==> src/rtl/tns_pkg.sv <==
// Constants and codeword helper for the 3-wire base-7 TSV codec.
package tns_pkg;

    localparam int unsigned TNS_RADIX  = 7;
    localparam int unsigned TNS_GROUPS = 3;
    localparam int unsigned TNS_DATA_W = 9;
    localparam int unsigned TNS_MAX    = 342;

    localparam logic [2:0] TNS_CW_D0    = 3'b000;
    localparam logic [2:0] TNS_CW_D1    = 3'b001;
    localparam logic [2:0] TNS_CW_D2    = 3'b010;
    localparam logic [2:0] TNS_CW_D3    = 3'b101;
    localparam logic [2:0] TNS_CW_D4    = 3'b110;
    localparam logic [2:0] TNS_CW_D5    = 3'b111;
    localparam logic [2:0] TNS_CW_D6_LO = 3'b011;
    localparam logic [2:0] TNS_CW_D6_HI = 3'b100;

    // Digit 6 keeps b2 unchanged so the group's top wire never toggles on it.
    function automatic logic [2:0] tns_enc_digit(input logic [2:0] digit, input logic prev_b2);
        logic [2:0] cw;
        cw = TNS_CW_D0;
        case (digit)
            3'd0:    cw = TNS_CW_D0;
            3'd1:    cw = TNS_CW_D1;
            3'd2:    cw = TNS_CW_D2;
            3'd3:    cw = TNS_CW_D3;
            3'd4:    cw = TNS_CW_D4;
            3'd5:    cw = TNS_CW_D5;
            3'd6:    cw = prev_b2 ? TNS_CW_D6_HI : TNS_CW_D6_LO;
            default: cw = TNS_CW_D0;
        endcase
        return cw;
    endfunction

endpackage

==> src/rtl/tns_group_dec.sv <==
// Stateless decode of one 3-wire group back to its base-7 digit.
module tns_group_dec
    import tns_pkg::*;
(
    input  logic [2:0] code,
    output logic [2:0] digit
);

    always_comb begin
        digit = 3'd0;
        case (code)
            TNS_CW_D0:    digit = 3'd0;
            TNS_CW_D1:    digit = 3'd1;
            TNS_CW_D2:    digit = 3'd2;
            TNS_CW_D3:    digit = 3'd3;
            TNS_CW_D4:    digit = 3'd4;
            TNS_CW_D5:    digit = 3'd5;
            TNS_CW_D6_LO: digit = 3'd6;
            TNS_CW_D6_HI: digit = 3'd6;
            default:      digit = 3'd0;
        endcase
    end

endmodule

==> src/rtl/tns_codec_09.sv <==
// Base-7 TSV codec: registered 3-group encoder with combinational decode of the bus.
module tns_codec_09
    import tns_pkg::*;
(
    input  logic                  clock,
    input  logic                  reset,
    input  logic [TNS_DATA_W-1:0] data_in,
    output logic [TNS_DATA_W-1:0] tsv,
    output logic [TNS_DATA_W-1:0] data_out
);

    localparam int unsigned DATA_W  = TNS_DATA_W;
    localparam int unsigned NGROUPS = TNS_GROUPS;

    logic [DATA_W-1:0] sat_c;
    logic [2:0]        enc_dig_c [NGROUPS];
    logic [2:0]        dec_dig_c [NGROUPS];
    logic [DATA_W-1:0] tsv_d;
    logic [DATA_W-1:0] tsv_q;

    // Saturate, split into base-7 digits, and pick codewords against the current b2.
    always_comb begin
        sat_c = (data_in > DATA_W'(TNS_MAX)) ? DATA_W'(TNS_MAX) : data_in;
        enc_dig_c[0] = 3'(sat_c % DATA_W'(TNS_RADIX));
        enc_dig_c[1] = 3'((sat_c / DATA_W'(TNS_RADIX)) % DATA_W'(TNS_RADIX));
        enc_dig_c[2] = 3'(sat_c / DATA_W'(TNS_RADIX * TNS_RADIX));
        tsv_d = '0;
        for (int unsigned g = 0; g < NGROUPS; g++) begin
            tsv_d[3*g +: 3] = tns_enc_digit(enc_dig_c[g], tsv_q[3*g+2]);
        end
    end

    always_ff @(posedge clock or posedge reset) begin
        if (reset) begin
            tsv_q <= '0;
        end else begin
            tsv_q <= tsv_d;
        end
    end

    assign tsv = tsv_q;

    for (genvar g = 0; g < NGROUPS; g++) begin : g_dec
        tns_group_dec u_group_dec (
            .code  (tsv_q[3*g +: 3]),
            .digit (dec_dig_c[g])
        );
    end

    always_comb begin
        data_out = DATA_W'(dec_dig_c[0])
                 + DATA_W'(dec_dig_c[1]) * DATA_W'(TNS_RADIX)
                 + DATA_W'(dec_dig_c[2]) * DATA_W'(TNS_RADIX * TNS_RADIX);
    end

endmodule

==> config.mk <==
export PLATFORM = sky130hd
export DESIGN_NAME = tns_codec_09
export DESIGN_NICKNAME = d
export VERILOG_FILES = /design/src/rtl/tns_pkg.sv /design/src/rtl/tns_group_dec.sv /design/src/rtl/tns_codec_09.sv
export SDC_FILE = /design/constraint.sdc
export NUM_CORES = 1
export LEC_CHECK = 0
export BUFFER_PORTS_ARGS = -buffer_cell sky130_fd_sc_hd__buf_2
export CORE_ASPECT_RATIO = 0.8
export CORE_UTILIZATION = 45
export CTS_BUF_LIST = sky130_fd_sc_hd__clkbuf_4 sky130_fd_sc_hd__clkbuf_8
export DETAILED_ROUTE_END_ITERATION = 8
export PLACE_DENSITY = 0.67
export SLEW_MARGIN = 20
export SYNTH_ARGS = -nofsm -noshare
export SYNTH_HDL_FRONTEND = slang
export SYNTH_SLANG_ARGS = --single-unit
==> constraint.sdc <==
create_clock -name clock -period 12.1 [get_ports clock]
set_input_delay 1.815 -clock clock [delete_from_list [all_inputs] [get_ports clock]]
set_output_delay 1.815 -clock clock [all_outputs]
set_load 0.01 [all_outputs]
# [After elaboration in Yosys (flattened, before gate mapping)]
# Memory sizes are Yosys's and may differ from the RTL's.
# Cells that the tools add are included.
[word_totals] reg_bits=9 romBits=72 input_bits=11 elab_cells=38 mem_count=3
[op_classes] addsub=2 multipliers=2 div_mod_pow=4 magnitude_cmp=1 n_eq_ne=18 mux=7
[memory_table] memory="(name not given)" words=8 word_bits=3 rd=1 rd_ports_with_merged_regs=0 wr=0 line="tns_group_dec.sv:11" text="case (code)"
[memory_table] memory="(name not given)" words=8 word_bits=3 rd=1 rd_ports_with_merged_regs=0 wr=0 line="tns_group_dec.sv:11"
[memory_table] memory="(name not given)" words=8 word_bits=3 rd=1 rd_ports_with_merged_regs=0 wr=0 line="tns_group_dec.sv:11"
[ops] cell="one-hot mux 3 bit (6 select lines)" count=3
[ops] cell="equality test 3 bit (second input constant)" count=9
[ops] cell="equality test 3 x 2 -> 1 bit (second input constant)" count=6
[ops] cell="remainder unit 9 x 3 -> 9 bit (second input constant)" count=2
[ops] cell="adder 7 x 9 -> 9 bit" count=1
[ops] cell="divider 9 x 3 -> 9 bit (second input constant)" count=1
[ops] cell="divider 9 x 6 -> 9 bit (second input constant)" count=1
[ops] cell="equality test 3 x 1 -> 1 bit (second input constant)" count=3
[ops] cell="> comparator 9 bit (second input constant)" count=1
[ops] cell="multiplier 3 x 6 -> 9 bit (second input constant)" count=1
[ops] cell="2-to-1 mux 3 bit" count=3
[ops] cell="2-to-1 mux 9 bit" count=1
[ops] cell="adder 3 x 6 -> 7 bit" count=1
[ops] cell="multiplier 3 x 3 -> 6 bit (second input constant)" count=1

# [Longest topological paths before layout]
[logic_depth] word_depth=6 mapped_depth=37

# [By module]
# Synthesis repeated with hierarchy kept, for this count alone.
[unflattened] hier_cells=486 hier_area_um2=3584.7
[by_module_without_submodules] mod="tns_codec_09" instances=1 cells_each=471 area_per_inst_um2=3498.4
[by_module_without_submodules] mod="tns_group_dec" instances=3 cells_each=5 area_per_inst_um2=28.8

# [Least setup slack after synthesis]
# Ideal clock, no wire load.
[synth_path] path_type="input to register" startpoint="in data_in[7]" endpoint="reg tsv_q[3] (netlist: tsv[3])" setup_time_ns=0.092 t_arrival_ns=7.331 required_time_ns=12.008 slack_ns=4.677 path_stages=29 path_buffers=3 path_cell_list="buf_4 buf_2 or2_2 maj3_1 nor2_1 a21oi_1 o22ai_1 ha_1 o21ai_0 or4_1 a21oi_1 or2_1 buf_4 xnor2_1 ha_1 a21oi_1 or2_2 mux2i_1 or4_4 a21oi_4 o21a_1 or2_2 ha_1 o21ai_0 o31a_1 o211ai_1 o21ai_1 o22a_1 o31ai_2"
[synth_via] elab_chain_cells=6
[synth_rtl] element="start: declaration" line="tns_codec_09.sv:7" text="input logic [TNS_DATA_W-1:0] data_in,"
[synth_rtl] element="> comparator 9 bit" line="tns_codec_09.sv:23" text="sat_c = (data_in > DATA_W'(TNS_MAX)) ? DATA_W'(TNS_MAX) : data_in;"
[synth_rtl] element="2-to-1 mux 9 bit *" line="tns_codec_09.sv:23"
[synth_rtl] element="divider 9 x 3 -> 9 bit *" line="tns_codec_09.sv:25" text="enc_dig_c[1] = 3'((sat_c / DATA_W'(TNS_RADIX)) % DATA_W'(TNS_RADIX));"
[synth_rtl] element="remainder unit 9 x 3 -> 9 bit *" line="tns_codec_09.sv:25"
[synth_rtl] element="equality test 3 bit (tied with other cells)" line="tns_pkg.sv:22" text="case (digit)"
[synth_rtl] element="one-hot mux 3 bit (6 select lines) *" line="tns_pkg.sv:22"
[synth_rtl] element="net tsv_d[3]" line="tns_codec_09.sv:18" text="logic [DATA_W-1:0] tsv_d;"
[synth_rtl] element="end signal: assignment" line="tns_codec_09.sv:37" text="tsv_q <= tsv_d;"
[synth_rtl] element="end: declaration" line="tns_codec_09.sv:19" text="logic [DATA_W-1:0] tsv_q;"
# The timed path passes the listed nets; every way through them passes the cells marked *.

# [Final worst setup path]
[layout_path] startpoint="in data_in[8]" endpoint="reg tsv_q[5] (netlist: tsv[5])"
# The elaborated chain is that of the path after synthesis.

==> qor.yml <==
outcome:
  status: "complete, but fails checks"
  violations: "DRC"
power:
  p_leak_nw: 1.530
  power_frac_seq_pct: 6.2
  p_switching_uw: 561.5
  internal_power_uw: 485.8
  p_per_area_mw_per_mm2: 298.9
  pwr-share-comb_pct: 90.2
  p_clk_share_pct: 3.6
  peakVddDrop_mv: 0.2153
  swShare_pct: 53.61
synthesis:
  syn_nets: 485
  synth_cell_types: 91
  synth_area_sq_mm: 0.003319
  synthFlopType: "dfrtp_1"
  synth-edff-count: 0
  yosysSeqAreaShare_pct: 6.785
  syn_area_per_cell_sq_um: 7.666
  async_flop_share_pct: 100.0
  synthesis.instances: 433
  ys_ff_latch: 9
  ys_warn_count: 0
worst_setup_path:
  r2r_cells: 2
  cp-end-kind: "flop"
  rrSetupSlack_ns: 10.99
  worstPathArrival_ns: 8.32
  cp.required_ns: 12.25
  critPathKind: "in -> reg"
  reg2reg_to: "tsv[0]"
  r2r_start: "tsv[2]"
  cp-endpoint: "tsv[5]"
  crit_fanout: 31
  critPathLaunch: "data_in[8]"
  start_kind: "input pin"
sta:
  rsz0062_at_grt: "no"
  fin_setup_tns_ns: 0
  timing.fmax_mhz: 122.4
  period_share_pct: 67.49
  setup_violations: 0
  hold_viol_final: 0
  finClkSkew_ns: 0.001167
  worst_pin_slew_ns: 0.8385
  finalCriticalPeriod_ns: 8.167
  slew_viol_final: 0
  slew-limit-headroom_pct: 43.89
detailed_routing:
  drcViolationCount: 4
  drt.antenna.violating_nets: 0
  drtIter0Drc: 214
  detail_route.wl_per_cell_microns: 15.20
  routed_via_density: 6.143
  num_vias: 3274
  firstDrtPassIters: 7
  routed_wl_mm: 8.104
global_route:
  antenna_found_initial: 0
  grt_overflow: 0
  grtUsageTotal_pct: 21.19
  grt_first_pass_wirelength_mm: 13.76
  grt_max_degree: 32
  grt_pass1_vias: 2914
final_layout:
  syn2layout_area_growth_pct: 5.541
  antenna_cells: 0
  nets: 499
  stdcell_area_sq_mm: 0.003503
  instances_no_fill: 533
  layout_common_cells: "ha_1, nand2_1, inv_1, buf_2"
  layout_commonest_cell: "ha_1"
  final_util_pct: 50.10
  drive_gt1_share_pct: 16.14
  seqCellArea_sq_um: 225.2
  largest_reg_flops: 9
  multi_input_area_sq_mm: 0.002856
  n_fill_cell: 717
placement:
  dp.cells: 529
  place_area_sq_mm: 0.003455
  place.port_buffers: 28
  gp_congestion: 0.9382
  detailed_place_hpwl_mm: 6.362
floorplan:
  io_pins: 29
  design.core.area_sq_mm: 0.006993
  initial_core_util_pct: 47.47
  die_x_microns: 98.03
  die_h_microns: 78.82
  rows: 27
  dieArea_sq_mm: 0.007726
clocking:
  h-tree-depth: 1
  clock_latency_ns: 0.23
  tritoncts_num_sinks: 9
  cts_tree: "built"
  clockBufferDepth: 2
  numCtsBuffers: 3
  post_cts_resized: 0
  cts_setup_buffers: 0
  cts.clk_slew.worst_paths_ns: 0.04
  hold_buffers: 0
  cts-root-buf: "clkbuf_8"
job:
  drv_cap: 0
min_path:
  hold_path.class: "reg -> reg"
==> per-stage QoR <==
stage	hold slack (ns)	setup slack (ns)	power, mW
final	0.6944	3.933	1.047
after global routing	0.7373	3.513	1.177
after CTS	0.6917	4.045	1.055
after detailed placement	0.6831	3.809	1.007
after global placement	0.6694	4.213	0.9853
after floorplan	0.6280	4.677	0.7690
==> cell families (layout without fill, tap and decap cells) <==
| group | count (synthesis) | in the layout | share of synthesized area (%) |
|---|---|---|---|
| multiplexers | 17 | 17 | 5.201 |
| flip-flops | 9 | 9 | 6.785 |
| XOR/XNOR | 27 | 27 | 7.124 |
| buffers and inverters | 52 | 65 | 7.161 |
| adder cells (fa/ha/maj) | 43 | 43 | 16.74 |
| AO/OA/AOI/OAI | 142 | 142 | 33.17 |
| other | 1 | 1 | 0.1130 |
| AND/OR/NAND/NOR | 142 | 142 | 23.71 |
==> power groups by stage <==
stage / combinational, mW / clock, mW / sequential, mW
detailed placement: 0.943 / 0 / 0.0645
floorplan: 0.704 / 0 / 0.0647
CTS: 0.952 / 0.0392 / 0.0641
global placement: 0.921 / 0 / 0.0642
finish: 0.945 / 0.0375 / 0.0650
global route: 1.07 / 0.0414 / 0.0677
==> area by class of cell <==
cell class	count	share of cell area, %
Tap cell	87	3.107
Inverter	33	3.536
Timing Repair Buffer	28	4.000
Clock buffer	4	1.393
Sequential cell	9	6.429
Multi-Input combinational cell	372	81.54
==> how the worst min path moves through the flow <==
stage	end	slack, ns	start	cells past startpoint
after global routing	tsv[0]	0.74	tsv[2]	2
after CTS	tsv[0]	0.69	tsv[2]	2
after floorplan	tsv[4]	0.63	tsv[5]	1
after detailed placement	tsv[0]	0.68	tsv[2]	2
after global placement	tsv[3]	0.67	tsv[5]	1
final	tsv[0]	0.69	tsv[2]	2
==> critical path, stage by stage <==
cell      delay [ns]
buf_2           0.40
and4b_1         0.27
and4bb_2        0.26
or2_1           0.20
a21oi_1         0.11
o22ai_1         0.30
ha_1            0.29
o21ai_0         0.16
or4_1           0.53
a21oi_1         0.23
or2_1           0.39
xnor2_1         0.20
ha_1            0.22
a21oi_1         0.06
or2_2           0.29
mux2i_1         0.32
or4_4           0.23
a21oi_4         0.05
nor3_1          0.41
or2_2           0.20
ha_1            0.17
o21ai_2         0.08
nor4_2          0.30
o211a_2         0.29
nand2_4         0.10
a31oi_4         0.21
mux2i_1         0.22
==> cell usage after synthesis, drive strengths merged, types with 6 or more instances <==
library cell,count,area (sq um)
dfrtp,9,225.2
mux2i,15,150.1
or2,8,50.05
nor2,28,115.1
clkbuf,6,22.52
a211oi,7,57.55
xor2,8,70.07
a21o,6,45.04
nand2b,7,43.79
inv,33,123.9
ha,38,475.5
and2,10,62.56
o211ai,7,57.55
a31oi,9,86.33
nand3,13,65.06
nand2,33,131.4
o21ai,27,142.6
a21oi,28,162.7
nor3,11,60.06
buf,13,91.33
xnor2,19,166.4
==> metal layers <==
layer / GRT usage [%] / part of all wire, %
met4: 3.636 / 0.49
met3: 1.761 / 4.8
met2: 34.01 / 43
met1: 31.07 / 52
met5: 0 / 0
(Power assumes the default switching activity.)
